**src/rtl/mips_mem_arbiter.sv**
```systemverilog
// mips_mem_arbiter: single-port memory arbiter between MIPS fetch and data ports.
// Define MEM_ARB_TIMEOUT_EN to abort stalled memory accesses with bus_err.
module mips_mem_arbiter #(
    parameter int ADDR_W     = 32,
    parameter int DATA_W     = 32,
    parameter int FAIR_LIMIT = 4,
    parameter int TIMEOUT    = 64
) (
    input  logic              cpu_clk,
    input  logic              cpu_rst_n,
    input  logic              if_req,
    input  logic [ADDR_W-1:0] if_addr,
    output logic              if_ack,
    output logic [DATA_W-1:0] if_rdata,
    input  logic              d_req,
    input  logic              d_we,
    input  logic [ADDR_W-1:0] d_addr,
    input  logic [DATA_W-1:0] d_wdata,
    input  logic [3:0]        d_be,
    output logic              d_ack,
    output logic [DATA_W-1:0] d_rdata,
    output logic              bus_err,
    output logic              mem_req,
    output logic              mem_we,
    output logic [ADDR_W-1:0] mem_addr,
    output logic [DATA_W-1:0] mem_wdata,
    output logic [3:0]        mem_be,
    input  logic              mem_ready,
    input  logic [DATA_W-1:0] mem_rdata
);
    typedef enum logic [1:0] {IDLE, BUSY, ACK} state_t;

    localparam logic [DATA_W-1:0] DEAD = DATA_W'(32'hDEAD_BEEF);

    state_t     state;
    logic       owner_d;
    logic [2:0] d_streak;
    logic       pick_d;
    logic       timeout;

    // Data wins unless fetch has already waited out FAIR_LIMIT data grants.
    assign pick_d = d_req && !(if_req && d_streak == 3'(FAIR_LIMIT));

`ifdef MEM_ARB_TIMEOUT_EN
    localparam int CW = (TIMEOUT > 2) ? $clog2(TIMEOUT) : 1;
    logic [CW-1:0] wait_cnt;
    assign timeout = state == BUSY && !mem_ready && wait_cnt == CW'(TIMEOUT - 1);
    always_ff @(posedge cpu_clk or negedge cpu_rst_n) begin
        if (!cpu_rst_n)
            wait_cnt <= '0;
        else if (state != BUSY)
            wait_cnt <= '0;
        else if (!mem_ready)
            wait_cnt <= wait_cnt + 1'b1;
    end
`else
    assign timeout = 1'b0;
`endif

    always_ff @(posedge cpu_clk or negedge cpu_rst_n) begin
        if (!cpu_rst_n) begin
            state     <= IDLE;
            owner_d   <= 1'b0;
            d_streak  <= 3'd0;
            if_ack    <= 1'b0;
            d_ack     <= 1'b0;
            bus_err   <= 1'b0;
            if_rdata  <= '0;
            d_rdata   <= '0;
            mem_req   <= 1'b0;
            mem_we    <= 1'b0;
            mem_addr  <= '0;
            mem_wdata <= '0;
            mem_be    <= 4'h0;
        end else begin
            case (state)
                IDLE: if (if_req || d_req) begin
                    owner_d   <= pick_d;
                    mem_req   <= 1'b1;
                    mem_we    <= pick_d && d_we;
                    mem_addr  <= pick_d ? d_addr : if_addr;
                    mem_wdata <= pick_d ? d_wdata : '0;
                    mem_be    <= pick_d ? d_be : 4'hF;
                    d_streak  <= (pick_d && if_req) ? d_streak + 3'd1 : 3'd0;
                    state     <= BUSY;
                end
                BUSY: if (mem_ready || timeout) begin
                    mem_req <= 1'b0;
                    mem_we  <= 1'b0;
                    if_ack  <= !owner_d;
                    d_ack   <= owner_d;
                    bus_err <= timeout;
                    if (!owner_d)
                        if_rdata <= timeout ? DEAD : mem_rdata;
                    else if (timeout || !mem_we)
                        d_rdata <= timeout ? DEAD : mem_rdata;
                    state <= ACK;
                end
                ACK: begin
                    if_ack  <= 1'b0;
                    d_ack   <= 1'b0;
                    bus_err <= 1'b0;
                    state   <= IDLE;
                end
                default: state <= IDLE;
            endcase
        end
    end
endmodule
```
**config.mk**
```make
export PLATFORM = sky130hd
export DESIGN_NAME = mips_mem_arbiter
export DESIGN_NICKNAME = d
export VERILOG_FILES = /design/src/rtl/mips_mem_arbiter.sv
export SDC_FILE = /design/constraint.sdc
export NUM_CORES = 1
export LEC_CHECK = 0
export CAP_MARGIN = 20
export CORE_MARGIN = 5
export CORE_UTILIZATION = 40
export CTS_CLUSTER_DIAMETER = 200
export DETAILED_ROUTE_END_ITERATION = 7
export PLACE_DENSITY = 0.8
export SYNTH_ARGS = -nofsm -noshare
export SYNTH_HDL_FRONTEND = slang
export SYNTH_SLANG_ARGS = --single-unit
```
**constraint.sdc**
```tcl
create_clock -name cpu_clk -period 4.4 [get_ports cpu_clk]
set_clock_uncertainty 0.2 [all_clocks]
set_input_delay 0.66 -clock cpu_clk [delete_from_list [all_inputs] [get_ports cpu_clk]]
set_output_delay 0.66 -clock cpu_clk [all_outputs]
set_load 0.01 [all_outputs]
```
### After elaboration in Yosys (flattened, before gate mapping)

Index checks and enable logic that the tools add are counted.

* flip-flop bits (word level): 143
* output and inout bits: 137
* logic and storage cells: 54

* $add $sub $neg: 1
* equality and inequality tests: 5
* multiplexer cells: 17
* bitwise gates (word level): 2
* reduce and logical (&&, ||, !) cells: 16

Operators with widths (number)
* $mux W32: 2
* $pmux W1 S2: 5
* $reduce_and A2 Y1: 3
* $reduce_and A3 Y1: 2
* $mux W1: 5
* $logic_and A1 B1 Y1: 4
* $mux W2: 2
* $mux W4: 1
* $ne A2 B2 Y1 const B: 2
* $pmux W2 S2: 1
* $reduce_and A4 Y1: 1
* $reduce_bool A2 Y1: 2
* $add A3 B1 Y3 const B: 1
* $eq A3 B3 Y1 const B: 1
* $mux W3: 1
* $eq A2 B1 Y1 const B: 1
* $eq A2 B2 Y1 const B: 1
* $logic_not A1 Y1: 2
* $logic_not A2 Y1: 1
* $not A1 Y1: 2
* $logic_or A1 B1 Y1: 1

### Depth between registers and ports, before layout

Gate-level depths: netlist of run 1.

* depth in word-level cells: 7
* mapped depth: 7

### Worst setup path before layout of run 1

No wires, ideal clock.

* path kind: input to register
* start point: input port d_req
* end point: register mem_addr[10]
* arrival: 1.652 ns
* required time: 4.074 ns
* slack: 2.422 ns
* stages: 5
* path buffers: 2
* cell sequence: or2_1 > buf_2 > clkbuf_1 > and3_1 > a221o_1

* word-level cells in the longest chain between the ends: 2

Ends and longest elaborated chain
* start: declaration: line 15 `input logic d_req,`
* $logic_and A1 B1 Y1 / $logic_or A1 B1 Y1 (equally long branches): line 42, 77
* $mux W32 / $reduce_and A2 Y1 (equally long branches)
* end signal: assignment: line 81 `mem_addr <= pick_d ? d_addr : if_addr;`
* end: declaration: line 25 `output logic [ADDR_W-1:0] mem_addr,`

Several ways; a longest one is shown, not always the timed one.
A chain may end at the register's enable or synchronous reset.

### Final worst setup path of run 1

* start point: input port if_req
* end point: register mem_addr[3]

* word-level cells in the longest chain between the ends: 4

Ends and longest elaborated chain
* start: declaration: line 11 `input logic if_req,`
* $logic_and A1 B1 Y1: line 42 `assign pick_d = d_req && !(if_req && d_streak == 3'(FAIR_LIMIT));`
* $logic_not A1 Y1: line 42
* $logic_and A1 B1 Y1: line 42
* $mux W32: line 81

Several ways; a longest one is shown, not always the timed one.

==> run_results.csv, run 1 <==
group,metric,value,unit
status,result_of_the_run,"finished, final reports clean",
timing,worst_pin_slew,0.7667,ns
layout,synthToLayoutAreaGrowth,56.99,%
cts,cts-root-buf,"sky130_fd_sc_hd__clkbuf_16",
worst_setup_path,reg2reg_depth,3,
worst_setup_path,timing.critical_path.from,"if_req",
layout,antenna-diode-count,0,
worst_setup_path,critical_path.cell_chain,"clkdlybuf4s50_1 -> nand3_2 -> buf_4 -> and4_1 -> a221o_1",
cts,cts_buffers,17,
worst_setup_path,cell_with_the_largest_stage_delay_on_the_worst_path,"sky130_fd_sc_hd__clkdlybuf4s50_1",
synthesis,syn_nets,639,
global_routing,wire_length_of_the_first_global_routing_pass,28120,um
global_routing,maximum_number_of_pins_on_one_net_before_global_route_repair,86,
worst_setup_path,critPathBufInv,2,
worst_setup_path,r2r_start,"state[0]",
die,die_width,133.6,um
placed_design,instance_area_after_placement,8937,um2
synthesis,syn_area,6112,um2
synthesis,sequential_to_total_area_share_from_yosys_stat,0.5814,
power_and_ir_drop,leakagePower,0.004117,uW
synthesis,ys_dominant_reg_cell,"sky130_fd_sc_hd__dfrtp_1",
cts,numClockSinks,142,
synthesis,synthTopCellsByCount,"sky130_fd_sc_hd__dfrtp_1 (142), sky130_fd_sc_hd__inv_1 (43), sky130_fd_sc_hd__o21ai_0 (35)",
placed_design,gp_congestion,0.8211,
cts,clk_latency,0.40,ns
timing,achievable-frequency,385.3,MHz
layout,fillCellCount,1122,
cts,cts_hold_repair.buffers,0,
layout,fraction_of_final_layout_cells_with_drive_strength_greater_than_1,0.1046,
synthesis,post_synthesis_cells,499,
timing,finalSetupViolations,0,
synthesis,synth.top_cell.area_share,0.5814,
route,route.detailed.wl_per_inst,18.65,um
global_routing,grt.total_usage,0.1978,
worst_hold_path,worst_hold_path_type,"primary input to async pin",
worst_setup_path,critical_path_depth,5,
route,route.detailed.vias_per_inst,5.345,
route,detailroute.via_count,5094,
timing,final.min_clock_period,2.595,ns
route,drt_drc,0,
cts,tritoncts,"done",
synthesis,syn_avg_cell_area,12.25,um2
worst_setup_path,worst_r2r_endpoint,"mem_addr[27]",
layout,final_cell_area,9595,um2
route,routed_wl,17780,um
cts,cts_repair_resize_count,0,
layout,nNetsFinal,895,
worst_setup_path,crit_arrival,2.68,ns
die,initial_utilization,0.4051,
synthesis,synthDistinctLibCells,34,
die,core_region_area,15090,um2
timing,slew_headroom,0.4889,
route,antenna_violating_nets_post_route,0,
synthesis,synthMostInstantiatedCell,"sky130_fd_sc_hd__dfrtp_1",
cts,clkTransAtPathRegs,0.06,ns
power_and_ir_drop,power_density,704.4,nW/um2
cts,clockBufferDepth,2,
power_and_ir_drop,power,6759,uW
die,row_count,45,
worst_setup_path,critical_path.startpoint_type,"primary input",
synthesis,number_of_enable_flip_flop_cells_after_synthesis,0,
timing,finalCritPeriodShare,0.5898,
timing,hold_ws,0.09919,ns
cts,post-cts-setup-buffers,0,
placed_design,port_buffers,273,
timing,timing.setup.tns,0,ns
die,io_pins,275,
timing,grt_setup_unrepaired,"no",
route,drt_pass1_iterations,5,
global_routing,antenna_violations_before_repair,0,
job,max_cap_violations,0,
worst_setup_path,timing.critical_path.to,"mem_addr[3]",
worst_setup_path,timing.critical_path.to_type,"flip-flop",
timing,timing.final.hold_violations,0,
synthesis,yosys_warnings,0,
global_routing,grt.overflow.total,0,
die,chipHeight,133.6,um
cts,cts_max_level,4,
synthesis,synth_largest_area_cell,"sky130_fd_sc_hd__dfrtp_1",
placed_design,hpwlAfterDp,12700,um
worst_setup_path,path_delay_family,"buffers and inverters",
global_routing,grt_pass1_vias,5345,
worst_setup_path,worst_ep_required_time,4.48,ns
synthesis,ys_async_sr_fraction,1.000,
route,drt-initial-drc-count,240,
worst_setup_path,path_max_fanout,42,
worst_setup_path,criticalPathCategory,"primary input to flip-flop",
power_and_ir_drop,ir_drop,0.3094,mV
timing,timing.final.max_slew_violations,0,
worst_setup_path,r2r_slack,1.96,ns
synthesis,synth.ff_latch_count,142,
synthesis,synthTopCellsByArea,"sky130_fd_sc_hd__dfrtp_1 (58%), sky130_fd_sc_hd__mux2_2 (6.1%), sky130_fd_sc_hd__mux2_1 (5.9%)",
die,die_area,17850,um2
worst_setup_path,critical-path-max-stage-delay,0.56,ns
-- cell families after synthesis --
| kind of cell | Yosys count | share of synthesized area |
|---|---|---|
| DFF | 142 | 0.5814 |
| and+or+nand+nor | 117 | 0.1339 |
| buffers and inverters | 89 | 0.06182 |
| AOI/OAI and AO/OA | 82 | 0.09683 |
| muxes | 66 | 0.1214 |
| adders and majority gates | 2 | 0.004094 |
| other | 1 | 0.0006135 |
-- power by group --
| part | internal [uW] | switching [uW] | total, uW |
|---|---|---|---|
| Sequential | 1940 | 376 | 2310 |
| Combinational | 1690 | 1230 | 2920 |
| Clock | 1010 | 518 | 1530 |
-- state kept, by name, summed over array words and instances (netlist names) --
name,count
if_rdata,32
mem_addr,32
d_streak,3
mem_be,4
d_rdata,32
d_ack,1
state,2
mem_wdata,32
mem_req,1
owner_d,1
if_ack,1
mem_we,1
-- metal layers --
| layer | track usage | routed length [um] |
|---|---|---|
| met5 | 0 | 0 |
| met4 | 0.08857 | 455 |
| met3 | 0.05476 | 1253 |
| met2 | 0.3203 | 8526 |
| met1 | 0.2485 | 7541 |
-- layout by cell type, fill, tap and decap left out, types with 32 or more instances in the layout --
| master | count |
|---|---|
| sky130_fd_sc_hd__mux2_1 | 32 |
| sky130_fd_sc_hd__o21ai_0 | 35 |
| sky130_fd_sc_hd__a221o_1 | 32 |
| sky130_fd_sc_hd__and4_1 | 32 |
| sky130_fd_sc_hd__and3_1 | 32 |
| sky130_fd_sc_hd__clkdlybuf4s50_1 | 271 |
| sky130_fd_sc_hd__mux2_2 | 33 |
| sky130_fd_sc_hd__dfrtp_1 | 142 |
| sky130_fd_sc_hd__nand4_1 | 33 |
| sky130_fd_sc_hd__inv_1 | 43 |
-- how the worst min path moves through the flow --
stage	startpoint	end	slack, ns	depth (start not counted)
2_1_floorplan	cpu_rst_n	d_ack	0.16	0
3_3_place_gp	d_rdata[5]	d_rdata[5]	0.27	1
3_5_place_dp	d_rdata[27]	d_rdata[27]	0.27	1
4_1_cts	cpu_rst_n	d_rdata[20]	0.12	1
5_1_grt	cpu_rst_n	if_rdata[4]	0.16	1
6_report	cpu_rst_n	if_rdata[26]	0.1	1
-- metrics by stage --
step	cells	util	setup slack, ns
floorplan	499	-	2.422
global placement	923	0.5923	1.232
detailed placement	923	0.5923	1.113
CTS	952	0.6341	1.553
global route	953	0.6359	1.709
finish	953	0.6359	1.805
-- cell type report --
type	instances	area, um2	share of cell area
clock buffers	18	439.2	0.04577
clock inverters	11	191.4	0.01995
inverters	43	161.4	0.01682
multi-input cells	268	2191	0.2283
flip-flops and latches	142	3553	0.3703
well taps	188	235.2	0.02451
repair buffers	283	2824	0.2943
Note: power is estimated with default switching activity, not from simulation.
==> run 2, diff against run 1 <==
clock period = 2.46 ns   (was 4.4 ns; I/O delays follow)
==> run 2 against run 1 <==
First-iteration DRC count up 14%. Sequential cell count unchanged. Clock power up 49%. Combinational power up 81%. Critical path depth down 4. Power up 73%. Global-route usage about the same. Critical endpoint is now mem_we. Largest power group unchanged.
==> run_results.csv, run 2 (same netlist as run 1, synthesis figures left out) <==
group,metric,value,unit
worst_setup_path,critical_path_depth,1,
placed_design,gp_congestion,0.8018,
layout,synthToLayoutAreaGrowth,56.56,%
worst_setup_path,timing.critical_path.to_type,"output port",
worst_setup_path,timing.critical_path.from,"mem_we",
cts,cts_buffers,17,
route,drt_pass1_iterations,4,
worst_setup_path,path_max_fanout,3,
power_and_ir_drop,leakagePower,0.004107,uW
timing,timing.final.max_slew_violations,0,
global_routing,antenna_violations_before_repair,0,
layout,nNetsFinal,900,
worst_setup_path,worst_r2r_endpoint,"d_streak[0]",
layout,final_common_cell,"sky130_fd_sc_hd__clkdlybuf4s50_1",
layout,antenna-diode-count,0,
cts,clk_latency,0.41,ns
die,die_area,17850,um2
timing,finalCritPeriodShare,0.8010,
global_routing,grt_pass1_vias,5275,
route,route.detailed.vias_per_inst,5.281,
cts,clkTransAtPathRegs,0.06,ns
timing,timing.setup.tns,0,ns
worst_setup_path,timing.critical_path.to,"mem_we",
layout,most_frequent_cells_in_the_layout,"sky130_fd_sc_hd__clkdlybuf4s50_1 (271), sky130_fd_sc_hd__dfrtp_1 (142), sky130_fd_sc_hd__inv_1 (43)",
status,result_of_the_run,"finished, final reports clean",
timing,timing.final.hold_violations,0,
route,routed_wl,17910,um
worst_setup_path,cell_with_the_largest_stage_delay_on_the_worst_path,"sky130_fd_sc_hd__clkdlybuf4s50_1",
worst_setup_path,worst_ep_required_time,1.89,ns
route,drt_drc,0,
cts,cts_max_level,4,
global_routing,wire_length_of_the_first_global_routing_pass,28180,um
die,core_region_area,15090,um2
die,initial_utilization,0.4051,
route,antenna_violating_nets_post_route,0,
die,chipHeight,133.6,um
timing,hold_ws,0.1360,ns
placed_design,hpwlAfterDp,13010,um
worst_setup_path,criticalPathCategory,"flip-flop to output port",
worst_setup_path,critical-path-max-stage-delay,0.59,ns
timing,final.min_clock_period,1.970,ns
worst_setup_path,crit_arrival,1.40,ns
worst_setup_path,r2r_start,"state[0]",
worst_setup_path,r2r_slack,0.49,ns
die,die_width,133.6,um
global_routing,grt.total_usage,0.1974,
cts,post-cts-setup-buffers,0,
route,drt-initial-drc-count,274,
layout,fraction_of_final_layout_cells_with_drive_strength_greater_than_1,0.1113,
die,io_pins,275,
cts,cts-root-buf,"sky130_fd_sc_hd__clkbuf_16",
timing,slew_headroom,0.5954,
worst_setup_path,reg2reg_depth,4,
placed_design,port_buffers,273,
cts,numClockSinks,142,
cts,clockBufferDepth,2,
timing,achievable-frequency,507.5,MHz
worst_setup_path,critical_path.startpoint_type,"flip-flop",
cts,cts_repair_resize_count,0,
route,route.detailed.wl_per_inst,18.64,um
die,row_count,45,
timing,grt_setup_unrepaired,"no",
cts,tritoncts,"done",
worst_setup_path,critPathBufInv,1,
global_routing,maximum_number_of_pins_on_one_net_before_global_route_repair,88,
worst_setup_path,path_delay_family,"buffers and inverters",
worst_hold_path,worst_hold_path_type,"primary input to async pin",
route,detailroute.via_count,5075,
power_and_ir_drop,ir_drop,0.5199,mV
timing,finalSetupViolations,0,
worst_setup_path,critical_path.cell_chain,"clkdlybuf4s50_1",
power_and_ir_drop,power_density,1225,nW/um2
global_routing,grt.overflow.total,0,
cts,cts_hold_repair.buffers,1,
timing,worst_pin_slew,0.6069,ns
job,max_cap_violations,0,
[run 2: worst min-delay path by stage]
stage / end / slack [ns]
after floorplan: d_ack / -0.13
after global placement: d_rdata[29] / -0.03
final: d_rdata[29] / 0.14
after CTS: if_rdata[29] / 0.11
after detailed placement: d_rdata[20] / -0.03
after global routing: d_rdata[29] / 0.12
[run 2: report_power, final]
part           total, uW  switching [uW]  internal (uW)  leakage (uW)
clock network       2280             967           1310      0.000259
logic               5290            2210           3080       0.00212
registers           4150             688           3470       0.00173
[run 2: area by class of cell]
class | count | area [um2]
inverter | 43 | 161.4
timing repair buffer | 288 | 2894
clock buffer | 19 | 442.9
fill | 1168 | 5520
multi-input combinational | 268 | 2191
sequential | 142 | 3553
tap | 188 | 235.2
clock inverter | 13 | 91.34
[run 2: through the flow]
stage	area, um2	utilization	setup slack (ns)	instances	total power (uW)
after floorplan	6112	-	0.5891	499	6426
after global placement	9025	0.5981	0.2081	928	9317
after detailed placement	9025	0.5981	0.1496	928	9528
after CTS	9569	0.6342	0.4533	961	11870
after global routing	9569	0.6342	0.3703	961	12410
final	9569	0.6342	0.4896	961	11730
[run 2: layer usage]
metal / track usage / routed length, um
met2: 0.3211 / 8704
met5: 0 / 0
met1: 0.2441 / 7423
met3: 0.06005 / 1335
met4: 0.08571 / 445
